File: src/rtl/demux_resultado_if.sv
`default_nettype none
// ============================================================================
// Module      : demux_resultado_if
// Description : Result bus between the ALU side, the register-file port (D0)
//               and the Otro (DMA/protocol) port of demux_resultado.
// Revision    : 1.0 - initial release
// ============================================================================
interface demux_resultado_if #(
  parameter int WIDTH = 32
);

  // ALU result offer
  logic             res_valid;
  logic             res_ready;
  logic [WIDTH-1:0] Resultado;
  logic             sel_dest;

  // Register-file write port
  logic             D0_we;
  logic [WIDTH-1:0] D0_data;

  // Otro port (valid/ready)
  logic             Otro_valid;
  logic             Otro_ready;
  logic [WIDTH-1:0] Otro_data;

  // Status
  logic             err_timeout;
  logic [1:0]       ocupacion;

  // Environment side: offers results and consumes the Otro port
  modport master (
    output res_valid,
    output Resultado,
    output sel_dest,
    output Otro_ready,
    input  res_ready,
    input  D0_we,
    input  D0_data,
    input  Otro_valid,
    input  Otro_data,
    input  err_timeout,
    input  ocupacion
  );

  // Demultiplexer side
  modport slave (
    input  res_valid,
    input  Resultado,
    input  sel_dest,
    input  Otro_ready,
    output res_ready,
    output D0_we,
    output D0_data,
    output Otro_valid,
    output Otro_data,
    output err_timeout,
    output ocupacion
  );

endinterface
`default_nettype wire

File: src/rtl/demux_resultado.sv
`default_nettype none
// ============================================================================
// Module      : demux_resultado
// Description : Routes ALU results, in acceptance order, either to the
//               register-file write port (D0, single-cycle strobe) or to the
//               Otro valid/ready port. A 2-entry FIFO decouples the ALU from
//               Otro back-pressure; a sticky flag reports a long Otro stall.
// Revision    : 1.0 - initial release
// ============================================================================
module demux_resultado #(
  parameter int WIDTH   = 32,
  parameter int TIMEOUT = 255   // legal range 1..255
) (
  input  wire              clk,
  input  wire              rst,
  demux_resultado_if.slave io_bus
);

  // --------------------------------------------------------------------------
  // Constants and types
  // --------------------------------------------------------------------------
  localparam logic [7:0] c_TIMEOUT = 8'(TIMEOUT);
  localparam logic [1:0] c_FULL    = 2'd2;
  localparam logic [1:0] c_EMPTY   = 2'd0;

  // VACIO : nothing held
  // ACTIVO: head entry is being delivered
  // ESPERA: head targets Otro and the consumer held it off last cycle
  typedef enum logic [1:0] {
    VACIO  = 2'd0,
    ACTIVO = 2'd1,
    ESPERA = 2'd2
  } state_t;

  // --------------------------------------------------------------------------
  // State
  // --------------------------------------------------------------------------
  state_t           r_state;
  logic [WIDTH-1:0] r_data [2];
  logic [1:0]       r_dest;
  logic             r_wptr;
  logic             r_rptr;
  logic [1:0]       r_count;
  logic [7:0]       r_stall;
  logic             r_err;

  // --------------------------------------------------------------------------
  // Combinational signals
  // --------------------------------------------------------------------------
  state_t           w_state_next;
  logic [1:0]       w_count_next;
  logic [7:0]       w_stall_next;
  logic             w_push;
  logic             w_pop;
  logic             w_head_valid;
  logic             w_head_dest;
  logic [WIDTH-1:0] w_head_data;
  logic             w_d0_fire;
  logic             w_otro_pend;
  logic             w_otro_fire;
  logic             w_stalled;

  // Acceptance looks only at the registered count so res_ready never
  // depends on Otro_ready in the same cycle.
  assign w_push       = io_bus.res_valid && (r_count != c_FULL);

  // Head of the FIFO and what it is doing this cycle
  assign w_head_valid = (r_count != c_EMPTY);
  assign w_head_dest  = r_dest[r_rptr];
  assign w_head_data  = r_data[r_rptr];

  // A D0 head always leaves after one cycle; an Otro head needs a handshake.
  assign w_d0_fire    = w_head_valid && !w_head_dest;
  assign w_otro_pend  = w_head_valid &&  w_head_dest;
  assign w_otro_fire  = w_otro_pend  &&  io_bus.Otro_ready;
  assign w_stalled    = w_otro_pend  && !io_bus.Otro_ready;
  assign w_pop        = w_d0_fire || w_otro_fire;

  // Occupancy after this edge; push and pop together leave it unchanged
  always_comb begin
    w_count_next = r_count;
    case ({w_push, w_pop})
      2'b10:   w_count_next = r_count + 2'd1;
      2'b01:   w_count_next = r_count - 2'd1;
      default: w_count_next = r_count;
    endcase
  end

  // Next-state logic for the delivery FSM
  always_comb begin
    w_state_next = r_state;
    case (r_state)
      VACIO: begin
        if (w_push) begin
          w_state_next = ACTIVO;
        end
      end
      ACTIVO, ESPERA: begin
        if (w_count_next == c_EMPTY) begin
          w_state_next = VACIO;
        end else if (w_stalled) begin
          w_state_next = ESPERA;
        end else begin
          w_state_next = ACTIVO;
        end
      end
      default: begin
        w_state_next = VACIO;
      end
    endcase
  end

  // Stall counter: counts consecutive stalled edges, saturating at TIMEOUT;
  // any pop or leaving ESPERA restarts it from zero.
  always_comb begin
    w_stall_next = 8'd0;
    if (w_state_next == ESPERA) begin
      if (r_stall < c_TIMEOUT) begin
        w_stall_next = r_stall + 8'd1;
      end else begin
        w_stall_next = r_stall;
      end
    end
  end

  // Pointers, occupancy, FSM state, stall counter and sticky error flag
  always_ff @(posedge clk or posedge rst) begin
    if (rst) begin
      r_wptr  <= 1'b0;
      r_rptr  <= 1'b0;
      r_count <= c_EMPTY;
      r_state <= VACIO;
      r_stall <= 8'd0;
      r_err   <= 1'b0;
    end else begin
      if (w_push) begin
        r_wptr <= ~r_wptr;
      end
      if (w_pop) begin
        r_rptr <= ~r_rptr;
      end
      r_count <= w_count_next;
      r_state <= w_state_next;
      r_stall <= w_stall_next;
      if (w_stall_next == c_TIMEOUT) begin
        r_err <= 1'b1;
      end
    end
  end

  // FIFO storage: {sel_dest, Resultado} written at the write pointer
  always_ff @(posedge clk or posedge rst) begin
    if (rst) begin
      r_dest    <= 2'b00;
      r_data[0] <= '0;
      r_data[1] <= '0;
    end else if (w_push) begin
      r_dest[r_wptr] <= io_bus.sel_dest;
      r_data[r_wptr] <= io_bus.Resultado;
    end
  end

  // --------------------------------------------------------------------------
  // Outputs: data buses read zero whenever their port is idle
  // --------------------------------------------------------------------------
  assign io_bus.res_ready   = (r_count != c_FULL);
  assign io_bus.D0_we       = w_d0_fire;
  assign io_bus.D0_data     = w_d0_fire ? w_head_data : '0;
  assign io_bus.Otro_valid  = w_otro_pend;
  assign io_bus.Otro_data   = w_otro_pend ? w_head_data : '0;
  assign io_bus.err_timeout = r_err;
  assign io_bus.ocupacion   = r_count;

endmodule
`default_nettype wire

File: src/flat_wrapper.sv
// flat-port wrapper written by rule: the top's interface ports become plain ports
module demux_resultado_flat 
#(
  parameter int WIDTH   = 32,
  parameter int TIMEOUT = 255                        
)
  (clk, rst, io_bus_res_valid, io_bus_Resultado, io_bus_sel_dest, io_bus_Otro_ready, io_bus_res_ready, io_bus_D0_we, io_bus_D0_data, io_bus_Otro_valid, io_bus_Otro_data, io_bus_err_timeout, io_bus_ocupacion);
  demux_resultado_if #(.WIDTH(WIDTH)) io_bus_i ();
  input  wire clk;
  input  wire rst;
  input wire logic [$bits(io_bus_i.res_valid)-1:0] io_bus_res_valid;
  input wire logic [$bits(io_bus_i.Resultado)-1:0] io_bus_Resultado;
  input wire logic [$bits(io_bus_i.sel_dest)-1:0] io_bus_sel_dest;
  input wire logic [$bits(io_bus_i.Otro_ready)-1:0] io_bus_Otro_ready;
  output wire logic [$bits(io_bus_i.res_ready)-1:0] io_bus_res_ready;
  output wire logic [$bits(io_bus_i.D0_we)-1:0] io_bus_D0_we;
  output wire logic [$bits(io_bus_i.D0_data)-1:0] io_bus_D0_data;
  output wire logic [$bits(io_bus_i.Otro_valid)-1:0] io_bus_Otro_valid;
  output wire logic [$bits(io_bus_i.Otro_data)-1:0] io_bus_Otro_data;
  output wire logic [$bits(io_bus_i.err_timeout)-1:0] io_bus_err_timeout;
  output wire logic [$bits(io_bus_i.ocupacion)-1:0] io_bus_ocupacion;
  assign io_bus_i.res_valid = io_bus_res_valid;
  assign io_bus_i.Resultado = io_bus_Resultado;
  assign io_bus_i.sel_dest = io_bus_sel_dest;
  assign io_bus_i.Otro_ready = io_bus_Otro_ready;
  assign io_bus_res_ready = io_bus_i.res_ready;
  assign io_bus_D0_we = io_bus_i.D0_we;
  assign io_bus_D0_data = io_bus_i.D0_data;
  assign io_bus_Otro_valid = io_bus_i.Otro_valid;
  assign io_bus_Otro_data = io_bus_i.Otro_data;
  assign io_bus_err_timeout = io_bus_i.err_timeout;
  assign io_bus_ocupacion = io_bus_i.ocupacion;
  demux_resultado #(.WIDTH(WIDTH), .TIMEOUT(TIMEOUT)) u_core (.clk(clk), .rst(rst), .io_bus(io_bus_i));
endmodule
File: config.mk
export PLATFORM = sky130hd
export DESIGN_NAME = demux_resultado_flat
export DESIGN_NICKNAME = d
export VERILOG_FILES = /design/src/rtl/demux_resultado_if.sv /design/src/rtl/demux_resultado.sv /design/src/flat_wrapper.sv
export SDC_FILE = /design/constraint.sdc
export NUM_CORES = 1
export LEC_CHECK = 0
export CORE_ASPECT_RATIO = 0.8
export CORE_UTILIZATION = 30
export DETAILED_ROUTE_END_ITERATION = 8
export GPL_TIMING_DRIVEN = 0
export SYNTH_ARGS = -nofsm -noshare
export SYNTH_HDL_FRONTEND = slang
export SYNTH_SLANG_ARGS = --single-unit
File: constraint.sdc
create_clock -name clk -period 3.3 [get_ports clk]
set_clock_uncertainty 0.1 [all_clocks]
set_input_delay 0.495 -clock clk [delete_from_list [all_inputs] [get_ports clk]]
set_output_delay 0.495 -clock clk [all_outputs]
set_load 0.1 [all_outputs]
After elaboration in Yosys (flattened, before gate mapping):

Index checks and enable logic that the tools add are counted.

* register bits: 81
* bits in latches: 0
* memory bits (writable): 0
* ROM bits: 0
* bits of input ports: 37
* output and inout port bits: 70
* logic and storage cells: 64
* memories: 0

* $add $sub $neg: 3
* multipliers: 0
* divide/modulo/power cells: 0
* magnitude comparators: 7
* equal/unequal tests: 7
* shift operators: 0
* multiplexer cells: 20
* bitwise operators: 4
* reduce and logical (&&, ||, !) cells: 14

Operator list (number)
* 32-bit two-way mux: 6
* 64-bit bitwise mux: 1
* 32-bit demux with 1-bit select: 1
* 8-bit two-way mux: 2
* 8-bit by 1-bit adder with 8-bit output (second input constant): 1
* 8-bit equality test (second input constant): 1
* 8-bit less-than comparator (second input constant): 1
* 2-bit case mux with 2 select lines: 2
* 1-bit logical AND: 7
* 2-bit equality test (second input constant): 3
* 2-bit two-way mux: 3
* 2-bit by 1-bit equality test with 1-bit output (second input constant): 2
* 2-bit greater-or-equal comparator (second input constant): 2
* 2-bit zero test: 2
* 1-bit by 2-bit less-than comparator with 1-bit output (second input constant): 2
* 1-bit NOT with 2-bit output: 2
* 1-bit two-way mux: 3
* 2-bit by 1-bit adder with 2-bit output (second input constant): 1
* 2-bit bitwise mux: 1
* 1-bit zero test: 2
* 2-bit by 1-bit less-than comparator with 1-bit output (second input constant): 1
* 2-bit inequality test (second input constant): 1
* 1-bit NOT: 2
* 2-bit nonzero test: 1
* other kinds (5): 5

Longest topological paths before layout:

* word-level depth: 13
* gate-level depth with buffers: 11
* mapped depth without buffers: 9

Worst setup path before layout:

No wires, ideal clock.

* path kind: flip-flop to flip-flop
* start: register u_core.r_count[0] (netlist: u_core.io_bus.ocupacion[0])
* end: register u_core.r_err (netlist: u_core.io_bus.err_timeout)
* setup time: 0.104 ns
* data arrival time: 4.186 ns
* required time: 3.096 ns
* path slack: -1.090 ns
* stages on the path, launching flop included: 11
* path buffers: 2
* period minus slack after synthesis: 4.390 ns
* cells stage by stage: dfrtp_1 buf_2 nand2b_1 nand2_1 ha_1 or3b_1 nand4_1 or3_1 a221o_1 buf_2 o41ai_2

* elaborated cells between the ends (all ways): 21
* classes of those cells: 2 x add/sub; 5 x eq/ne; 6 x mux; 8 x reduce/logical

RTL lines
* start: declaration: line demux_resultado.sv:43 `logic [1:0] r_count;`
* start signal: assignment: line demux_resultado.sv:131 `r_count <= c_EMPTY;`
* start signal: assignment: line demux_resultado.sv:142 `r_count <= w_count_next;`
* 2-bit inequality test *
* named net io_bus_res_ready: line flat_wrapper.sv:15 `output wire logic [$bits(io_bus_i.res_ready)-1:0] io_bus_res_ready;`
* 1-bit logical AND *: line demux_resultado.sv:65 `assign w_push = io_bus.res_valid && (r_count != c_FULL);`
* 2-bit by 1-bit equality test with 1-bit output or 2-bit equality test (tied branches): line demux_resultado.sv:82 `case ({w_push, w_pop})`
* 2-bit case mux with 2 select lines: line demux_resultado.sv:82
* 2-bit zero test: line demux_resultado.sv:99 `if (w_count_next == c_EMPTY) begin`
* 2-bit two-way mux: line demux_resultado.sv:99
* 2-bit case mux with 2 select lines *: line demux_resultado.sv:92 `case (r_state)`
* 2-bit equality test *: line demux_resultado.sv:117 `if (w_state_next == ESPERA) begin`
* 8-bit two-way mux *: line demux_resultado.sv:117
* 8-bit equality test *: line demux_resultado.sv:145 `if (w_stall_next == c_TIMEOUT) begin`
* end signal: assignment: line demux_resultado.sv:134 `r_err <= 1'b0;`
* end signal: assignment: line demux_resultado.sv:146 `r_err <= 1'b1;`
* end: declaration: line demux_resultado.sv:45 `logic r_err;`

Mark *: on every way through the listed nets, which the timed path passes. The rest lies on a longest branch.
A chain may end at the register's enable or synchronous reset.

Worst setup path in the final report:

* start: register u_core.r_rptr
* end: output io_bus_D0_data[31]

* longest elaborated chain between the ends: 5
* elaborated cells between the ends (all ways): 9
* classes of those cells: 6 x mux; 1 x bitwise; 2 x reduce/logical

Ends and longest elaborated chain
* start: declaration: line demux_resultado.sv:42 `logic r_rptr;`
* start signal: assignment: line demux_resultado.sv:140 `r_rptr <= ~r_rptr;`
* 1-bit NOT with 2-bit output (not written as such) or 1-bit two-way mux (tied branches): line demux_resultado.sv:70, demux_resultado.sv:69
* 32-bit two-way mux (not written as such) or 1-bit two-way mux (tied branches): line demux_resultado.sv:70, demux_resultado.sv:69
* 32-bit two-way mux (not written as such) or 1-bit zero test (tied branches): line demux_resultado.sv:70, demux_resultado.sv:73
* 32-bit two-way mux (not written as such) or 1-bit logical AND (tied branches): line demux_resultado.sv:70, demux_resultado.sv:73
* 32-bit two-way mux *: line demux_resultado.sv:168 `assign io_bus.D0_data = w_d0_fire ? w_head_data : '0;`
* end: declaration: line flat_wrapper.sv:17 `output wire logic [$bits(io_bus_i.D0_data)-1:0] io_bus_D0_data;`

Every way passes the cells marked *; elsewhere a longest branch is shown, timed or not. The select of a mux whose other input is x is not followed.

==> metrics <==
Clock Path Buffers 2; largest net degree at the start of global routing 56; # H-tree levels 3; via count 2912; RSZ-0062 raised after global routing false; CP Launch Type flip-flop; most frequent cells in the layout 79 x dfrtp_1, 73 x nor2_1, 66 x mux2_2; Layout Nets 499; largest cells by area after synthesis dfrtp_1 52%, mux2_2 19%, mux2i_1 8.9%; Syn Nets 381; vias in the first global route 3004; maxcap violations 0; row count 36; CP endpoint kind output pin; Critical Path RT 2.70 ns; Synth Instances 340; clk_lat worst skew 0.33 ns; Setup-failing EPs final 0; most common cell after layout, fill and taps aside dfrtp_1; post-synth top area share 51.72%; Tot GR Track Use 14.63%; total congestion overflow 0; Synth async-reset ratio 100.0%; post-CTS setup buffer count 0; # IOs 107; Slew HR 34.61%; # port buffers 106; die footprint 13530 µm²; fin crit period 3.156 ns; sequential area share after synthesis 51.72%; Yosys top cell by area dfrtp_1; layout cells sized above 1 34.13%; wire per inst 14.75 µm; Distinct cells, synth 34; Worst EP arrival 2.56 ns; EDFF count, synth 0; Via-to-Cell Ratio 4.593; die width 129.8 µm; Mapped Area 3919 µm²; area delta synth->final 39.18%; GP Congestion 0.7450; filler instances 1163; final worst-path cycle share 95.64%; Hold Vio Cnt, Final 0; Post-DRT Antenna Nets 0; max-slew violations 0; # diodes 0; worst setup path category reg2out; Least-Margin Pin Slew 0.9778 ns; die outline height 104.2 µm; Mean Syn Cell Area 11.53 µm²; CTS Buf Count 9; first-pass GRT wire length 15260 µm; CTS root buffer clkbuf_16; CTS Sinks 81; final wirelength 9349 µm; Post-DP HPWL 6825 µm; synth warn 0; First-pass DRT Iterations 4; Residual DRC 0; CP max FO 7; initial antenna violation count 0; max frequency 316.8 MHz; initial drt markers 126; clk slew on worst S/H paths 0.06 ns; min-delay worst type reg2reg; flip-flop and latch area 2029 µm²; Most used DFF post-synth dfrtp_1; core area 12430 µm²; Initial Util 31.52%; CTS tree yes; post-synthesis register bit count 81; multi-input logic area 1822 µm²; Hold Slack 0.3807 ns; outcome finished clean
[cell type report]
class	instances	area share [%]
flip-flops and latches	81	37.21
multi-input cells	232	33.40
repair buffers	107	16.77
clock buffers	10	4.382
well taps	171	3.923
clock inverters	6	2.088
plain buffers	21	1.766
inverters	6	0.4588
[Yosys cell counts, types with 2 or more instances]
cell type and instances:
buf_2 6, clkbuf_1 14, nor3_1 4, nand3_1 6
xnor2_1 4, dfrtp_1 81, a21oi_1 4, and3_1 3
o21ai_0 2, mux2i_1 35, ha_1 4, nor2_1 73
nand2_1 9, inv_1 6, nand4_1 2, mux2_2 66
nand4bb_1 2, xor2_1 3
[worst paths after layout]
kind	startpoint	end	slack, ns	cells past startpoint
max in group asynchronous	rst	u_core.r_data[57]	2.12	3
worst max register to register	u_core.io_bus.ocupacion[1]	u_core.io_bus.err_timeout	0.19	10
worst max-delay path	u_core.r_rptr	io_bus_D0_data[31]	0.14	5
worst min register to register	u_core.io_bus.err_timeout	u_core.io_bus.err_timeout	0.38	2
worst min-delay path	u_core.io_bus.err_timeout	u_core.io_bus.err_timeout	0.38	2
min in group asynchronous	rst	u_core.r_data[44]	0.39	2
[stage by stage]
step / cell area, µm² / TNS, ns / util, % / cells / setup WS (ns)
4_1_cts: 5583 / -0.04804 / 44.91 / 634 / -0.04804
6_report: 5454 / 0 / 43.87 / 634 / 0.1437
5_1_grt: 5454 / 0 / 43.87 / 634 / 0.01320
3_5_place_dp: 5248 / -2.389 / 42.21 / 618 / -0.2619
2_1_floorplan: 3943 / 0 / - / 340 / 0.03483
3_3_place_gp: 5218 / -51.18 / 41.97 / 617 / -0.8679
[repair_timing]
action	4_1_cts	5_1_grt
pin swaps	0	1
hold endpoints to repair	0	0
gates resized for setup	104	76
hold buffers	0	0
setup endpoints to repair	72	43
[cell families after synthesis]
| family | synth area share, % |
|---|---|
| AND/OR/NAND/NOR | 11.62 |
| multiplexers | 27.91 |
| adder cells (fa/ha/maj) | 1.277 |
| XOR/XNOR | 1.565 |
| AO/OA/AOI/OAI | 3.034 |
| buffers and inverters | 2.874 |
| flip-flops | 51.72 |
[worst max-delay path, cell delays in order, from the launching register on]
cell,delay [ns]
dfrtp_1,0.32
buf_4,0.17
mux2i_2,0.31
o21ai_4,0.16
nor2_1,0.13
clkdlybuf4s50_1,1.14
[state kept, by name, summed over array words and instances, names as in the netlist]
name,count
u_core.io_bus.err_timeout,1
u_core.io_bus.ocupacion,2
u_core.r_data,64
u_core.r_dest,2
u_core.r_rptr,1
u_core.r_stall,8
u_core.r_state,2
u_core.r_wptr,1
[metal layers]
metal,vias to the layer above,GRT usage [%],part of all wire (%)
li1,1396,-,-
met3,9,3.961,4.7
met5,-,0,0
met1,1444,19.04,46
met4,0,3.987,1.0
met2,63,23.72,48
Power is left out: the tool's default activity adds up to more than one toggle a clock period on the data nets, which glitch-free logic cannot reach.
